`src/rtl/barrett_reduce_vec.sv`:
```
// Vector modular reducer: latches N signed elements plus a modulus, then
// reduces P lanes per cycle with a Barrett quotient estimate and one fix-up.
module barrett_reduce_vec #(
    parameter int N  = 8,
    parameter int W  = 8,
    parameter int WW = 2 * W,
    parameter int P  = 4
) (
    input  logic                 clk,
    input  logic                 reset,
    input  logic                 in_valid,
    output logic                 in_ready,
    input  logic [N-1:0][WW-1:0] in_vec,
    input  logic [W-1:0]         q_in,
    output logic                 out_valid,
    input  logic                 out_ready,
    output logic [N-1:0][W-1:0]  out_vec,
    output logic                 out_err
);

    localparam int NB = N / P;
    localparam int BW = (NB > 1) ? $clog2(NB) : 1;

    generate
        if ((N % P) != 0 || P > N) begin : g_bad_p
            $error("barrett_reduce_vec: P must divide N and not exceed it");
        end
    endgenerate

    typedef enum logic [1:0] {
        IDLE,
        BUSY,
        DONE
    } state_t;

    state_t                state;
    logic [BW-1:0]         beat;
    logic [N-1:0][WW-1:0]  x_q;
    logic [W-1:0]          q_q;
    logic [WW-1:0]         mu_q;
    logic [WW-1:0]         mu_next;
    logic [P-1:0][WW-1:0]  lane_x;
    logic [P-1:0][W-1:0]   lane_r;

    assign in_ready  = (state == IDLE);
    assign out_valid = (state == DONE);

    // mu = floor(2^WW / q); with K = WW the estimate is off by at most one q
    always_comb begin
        logic [WW:0] qd;
        qd      = (q_in < W'(2)) ? (WW+1)'(2) : (WW+1)'(q_in);
        mu_next = WW'(((WW+1)'(1) << WW) / qd);
    end

    function automatic logic [W-1:0] reduce(
        input logic [WW-1:0] x,
        input logic [W-1:0]  q,
        input logic [WW-1:0] mu
    );
        logic          neg;
        logic [WW-1:0] a;
        logic [WW-1:0] qhat;
        logic [W:0]    r;
        neg  = x[WW-1];
        a    = neg ? -x : x;
        qhat = WW'(({WW'(0), a} * {WW'(0), mu}) >> WW);
        // true remainder lies in [0, 2q) so W+1 bits hold it exactly
        r    = (W+1)'(a) - (W+1)'(qhat) * (W+1)'(q);
        if (r >= (W+1)'(q)) r = r - (W+1)'(q);
        if (neg && r != '0) r = (W+1)'(q) - r;
        return W'(r);
    endfunction

    always_comb begin
        lane_x = '0;
        for (int i = 0; i < N; i++) begin
            if (i / P == int'(beat)) lane_x[i % P] = x_q[i];
        end
    end

    always_comb begin
        lane_r = '0;
        for (int j = 0; j < P; j++) begin
            lane_r[j] = reduce(lane_x[j], q_q, mu_q);
        end
    end

    always_ff @(posedge clk) begin
        if (reset) begin
            state   <= IDLE;
            beat    <= '0;
            out_vec <= '0;
            out_err <= 1'b0;
        end else begin
            unique case (state)
                IDLE: begin
                    if (in_valid) begin
                        x_q     <= in_vec;
                        q_q     <= q_in;
                        mu_q    <= mu_next;
                        out_err <= (q_in < W'(2));
                        beat    <= '0;
                        state   <= BUSY;
                    end
                end
                BUSY: begin
                    for (int i = 0; i < N; i++) begin
                        if (i / P == int'(beat))
                            out_vec[i] <= out_err ? '0 : lane_r[i % P];
                    end
                    beat <= beat + BW'(1);
                    if (beat == BW'(NB - 1)) state <= DONE;
                end
                DONE: begin
                    if (out_ready) state <= IDLE;
                end
                default: state <= IDLE;
            endcase
        end
    end

endmodule

```
`config.mk`:
```
export PLATFORM = sky130hd
export DESIGN_NAME = barrett_reduce_vec
export DESIGN_NICKNAME = d
export VERILOG_FILES = /design/src/rtl/barrett_reduce_vec.sv
export SDC_FILE = /design/constraint.sdc
export NUM_CORES = 2
export LEC_CHECK = 0
export ABC_AREA = 0
export BUFFER_PORTS_ARGS = -buffer_cell sky130_fd_sc_hd__buf_2
export CORE_ASPECT_RATIO = 0.8
export CORE_UTILIZATION = 40
export DETAILED_ROUTE_END_ITERATION = 8
export GPL_TIMING_DRIVEN = 1
export PLACE_DENSITY = 0.55
export SYNTH_ARGS = -nofsm -noshare
export SYNTH_HDL_FRONTEND = slang
export SYNTH_SLANG_ARGS = --single-unit
```
`constraint.sdc`:
```
create_clock -name clk -period 44.9 [get_ports clk]
set_input_delay 6.735 -clock clk [delete_from_list [all_inputs] [get_ports clk]]
set_output_delay 6.735 -clock clk [all_outputs]
set_load 0.05 [all_outputs]
```
* Word level (Yosys, flattened, before mapping) *
Index checks and enable logic that the tools add are counted.

word-level totals
  bits in registers = 220
  bits in latches = 0
  memory bits (writable) = 0
  ROM bits = 0
  input bits = 140
  memories = 0

operators by class
  $add $sub $neg = 17
  multiply operators = 8
  divide/modulo/power cells = 1
  $lt $le $gt $ge = 5
  equal/unequal tests = 5
  shift operators = 0
  muxes and demuxes = 27
  bitwise logic cells = 2
  reductions and logical operators = 16

operator list
  cell                                                         count
  2-to-1 mux 16 bit                                            8
  multiplier 16 x 16 -> 25 bit                                 4
  2-to-1 mux 8 bit                                             9
  negation 16 bit                                              4
  >= comparator 9 x 8 -> 1 bit                                 4
  multiplier 9 x 8 -> 9 bit                                    4
  2-to-1 mux 9 bit                                             4
  nonzero test 9 bit                                           4
  subtractor 9 x 8 -> 9 bit                                    4
  subtractor 9 bit                                             4
  subtractor 8 bit                                             4
  divider 17 x 17 -> 17 bit (first input constant)             1
  less-than comparator 8 x 2 -> 1 bit (second input constant)  1
  AND reduction 2 bit                                          4
  2-to-1 mux 2 bit                                             3
  case mux 2 bit (3 select lines)                              1
  AND reduction 3 bit                                          2
  logical AND 1 bit                                            4
  != test 2 bit (second input constant)                        2
  == test 2 x 1 -> 1 bit (second input constant)               1
  == test 2 bit (second input constant)                        1
  zero test 2 bit                                              1
  != test 2 x 1 -> 1 bit (second input constant)               1
  NOT 1 bit                                                    2
  other kinds (4)                                              4

* Longest topological paths before layout *
  depth after elaboration = 12
  depth in mapped cells = 173
  depth with buffers taken out = 161

* Least setup slack after synthesis *
No wires, ideal clock.

  kind = input -> register
  start point = input port q_in[2]
  end point = register mu_q[0], data pin
  data arrival time = 37.793 ns
  required time = 44.624 ns
  slack = 6.832 ns
  cell stages on the path = 164
  cells stage by stage = buf_2 or2_2 buf_1 nor2_1 nor2_1 ha_1 and4b_1 o21ai_0 ha_1 or3b_2 nor4_1 a211oi_1 ha_1 and2_1 o21ai_0 o31a_1 inv_1 nand2_1 [... 128 more ...] o21a_1 o21ai_0 nand2b_1 a21oi_1 nand4_2 nor3_4 nor2_1 ha_1 a211o_1 a21oi_1 nor2b_1 o21ai_0 nand2b_1 a21oi_1 nor2b_1 o21ai_0 and3b_1 o2111ai_1

on the way
  cells in the longest elaborated chain, start to end = 3

RTL lines
  element                              line  source
  start, declared                      14    input logic [W-1:0] q_in,
  less-than comparator 8 x 2 -> 1 bit  51    qd = (q_in < W'(2)) ? (WW+1)'(2) : (WW+1)'(q_in);
  2-to-1 mux 8 bit (*)                 51
  divider 17 x 17 -> 17 bit (*)        52    mu_next = WW'(((WW+1)'(1) << WW) / qd);
  net mu_next[0]                       41    logic [WW-1:0] mu_next;
  end signal, assigned                 100   mu_q <= mu_next;
  end, declared                        40    logic [WW-1:0] mu_q;

Mark *: on every way through the listed nets, which the timed path passes. The rest lies on a longest branch.
A chain may end at the register's enable or synchronous reset.

* Worst setup path after layout *
  start point = input port q_in[4]
  end point = register mu_q[0], data pin

The elaborated chain is that of the path after synthesis.

==> flow_summary.json <==
{
  "rsz0062_at_grt": "no",
  "drive_gt1_frac": 0.0843,
  "maxCapViolations": 0,
  "cts_tree": "yes",
  "yosysWarningCount": 0,
  "crit_end": "mu_q[0]",
  "worst_setup_path_start_kind": "input port",
  "yosys-top-cells-area": "fa_1 (30%), ha_1 (12%), edfxtp_1 (8.6%)",
  "antenna_found_initial": 10,
  "die_x_um": 409,
  "cts_max_level": 1,
  "avgSynthCellArea_um2": 8.78,
  "grt_pass1_wl_um": 258000,
  "yosysMostFrequentCell": "inv_1",
  "holdBufCountCts": 0,
  "nNetsFinal": 7584,
  "wl_per_cell_um": 20.8,
  "worst_slew_pin_slew_ns": 1.15,
  "routed_wl_um": 164000,
  "period_share": 0.935,
  "rrSetupSlack_ns": 26.35,
  "slew_headroom": 0.212,
  "setup_violations": 0,
  "cts_sinks": 220,
  "cts-root-buf": "clkbuf_16",
  "grt_pass1_vias": 43299,
  "start_util": 0.403,
  "synthTopCellsByCount": "inv_1 (1070), fa_1 (796), nand2_1 (602)",
  "dieArea_um2": 134000,
  "dr.first_iter.drc_count": 2851,
  "crit_type": "input port to flop",
  "clk_pin_slew_worst_paths_ns": 0.07,
  "final_antenna_net_count": 0,
  "yosysSeqAreaShare": 0.112,
  "timing.rr.start": "beat",
  "netlist.area_leader.share": 0.301,
  "path_buf_inv": 14,
  "fmax_mhz": 23.8,
  "reg2reg_to": "out_vec[47]",
  "min_period_ns": 41.97,
  "cp_slowest_stage_delay_ns": 0.69,
  "cts_max_path_buffers": 3,
  "synth.ff_latch_count": 220,
  "clk_latency_ns": 0.60,
  "async_flop_share": 0,
  "num_vias": 42071,
  "drv_slew": 0,
  "dr.pass1.iters": 5,
  "gp_congestion": 0.887,
  "synth_edf_count": 152,
  "worstSetupEndpointType": "flop",
  "fin_skew_ns": 0.0437,
  "syn2layout_area_growth_pct": 8.24,
  "rows": 119,
  "hp-class": "flop to flop",
  "critical-path-top-delay-family": "compound AO/OA/AOI/OAI gates",
  "finalHoldViolCount": 0,
  "core_um2": 131000,
  "syn_inst": 6034,
  "cts_buffers": 24,
  "setup_tns_ns": 0,
  "io_pins": 207,
  "drt-vias-per-instance": 5.31,
  "crit_slowest_cell": "or4_4",
  "nFillCells": 13146,
  "post-dp-hpwl_um": 123000,
  "crit_cells": 156,
  "cpMostUsedCell": "ha_1",
  "gr-total-overflow": 0,
  "cp_max_fo": 18,
  "cp.arrival_ns": 42.26,
  "status": "finished clean",
  "synth_cell_types": 109,
  "dominantRegCellSynth": "edfxtp_1",
  "gr-usage-all-layers": 0.248,
  "die_y_um": 328,
  "syn_area_um2": 53000,
  "crit_start": "q_in[4]",
  "grt_max_degree": 77,
  "crit_required_ns": 45.20,
  "synth_nets": 7477,
  "ff2ff_path_depth": 60,
  "portBuffers": 206,
  "synth_top_cell_by_area": "fa_1",
  "drc": 0
}
flip-flops by register name, summed over array words and instances, names as in the netlist:
signal and count:
x_q 128, out_vec 64, mu_q 16, q_q 8, state 2, beat 1
out_err 1
how the worst min path moves through the flow:
stage / from / to / cells past startpoint
3_3_place_gp: out_vec[55] / out_vec[55] / 2
5_1_grt: out_vec[24] / out_vec[24] / 2
6_report: out_vec[56] / out_vec[56] / 2
2_1_floorplan: state[1] / state[0] / 1
4_1_cts: out_vec[56] / out_vec[56] / 2
3_5_place_dp: out_vec[56] / out_vec[56] / 2
worst reg2reg max path, delay by kind of cell, from the launching register on:
kind / cells / cell delay, ns
fa+ha+maj: 13 / 5.40
compound gates: 17 / 3.88
simple gates: 9 / 2.75
buf+inv: 11 / 2.14
xor+xnor: 8 / 2.05
mux: 2 / 1.45
flops: 1 / 0.74
final cells by class:
class,count,area [um^2],area share
multi-input cells,4473,42300,0.738
flip-flops and latches,220,5930,0.103
inverters,1082,4070,0.0709
well taps,1754,2190,0.0383
repair buffers,340,2050,0.0357
clock buffers,33,686,0.0120
clock inverters,10,114,0.00198
diodes,6,15.0,0.000262
per-layer routing:
layer	up-vias	track usage	share of wire	routed length, um
li1	19508	-	-	-
met1	21225	0.368	0.48	79000
met2	1168	0.390	0.44	72300
met3	168	0.0208	0.054	8950
met4	2	0.0583	0.024	4000
met5	-	0	0.00010	17
cells by family (layout without fill, tap and decap cells):
kind of cell	after synthesis	count (layout)	synth area share
simple gates	1905	1905	0.186
other cells	1	7	0.0000708
compound gates	799	799	0.101
xor+xnor	319	319	0.0555
fa+ha+maj	1303	1303	0.420
flops	220	220	0.112
buf+inv	1341	1465	0.0959
mux	146	146	0.0292
cells in the final DEF, fill, tap and decap left out, types with 13 or more instances in the layout:
master,n
a211oi_1,19
a21o_1,113
a21oi_1,167
a22oi_1,14
a31oi_1,27
and2_1,579
and3_1,41
buf_2,206
buf_4,133
clkbuf_16,25
dfxtp_1,67
edfxtp_1,152
fa_1,796
ha_1,507
inv_1,1070
mux2_2,33
mux2i_1,96
nand2_1,602
nand2b_1,78
nand3_1,52
nand4_1,22
nor2_1,201
nor2b_1,99
nor3_1,102
nor4_1,24
o211ai_1,18
o21a_1,36
o21ai_0,171
o21bai_1,23
o31ai_1,30
or2_2,16
or3_1,37
xnor2_1,203
xnor2_2,13
xor2_1,81
what timing repair did:
| action | in CTS | in global routing |
|---|---|---|
| resized for setup | 0 | 5 |
| buffers inserted | 0 | 0 |
| endpoints found under the setup margin | 0 | 1 |
per-stage QoR:
stage                     instance area (um^2)  worst slack (ns)  hold WS (ns)   util  cells
after CTS                                57300              2.37         0.453  0.436   7912
after floorplan                          53000              6.83         0.469      -   6034
after global placement                   56500              2.70         0.431  0.430   7869
final                                    57400              2.93         0.453  0.436   7918
after detailed placement                 56500              1.89         0.438  0.430   7869
after global routing                     57400            0.0395         0.481  0.436   7912
Power is not shown: default switching activity piles up to over one toggle a cycle in this logic, so the estimate is an artifact.
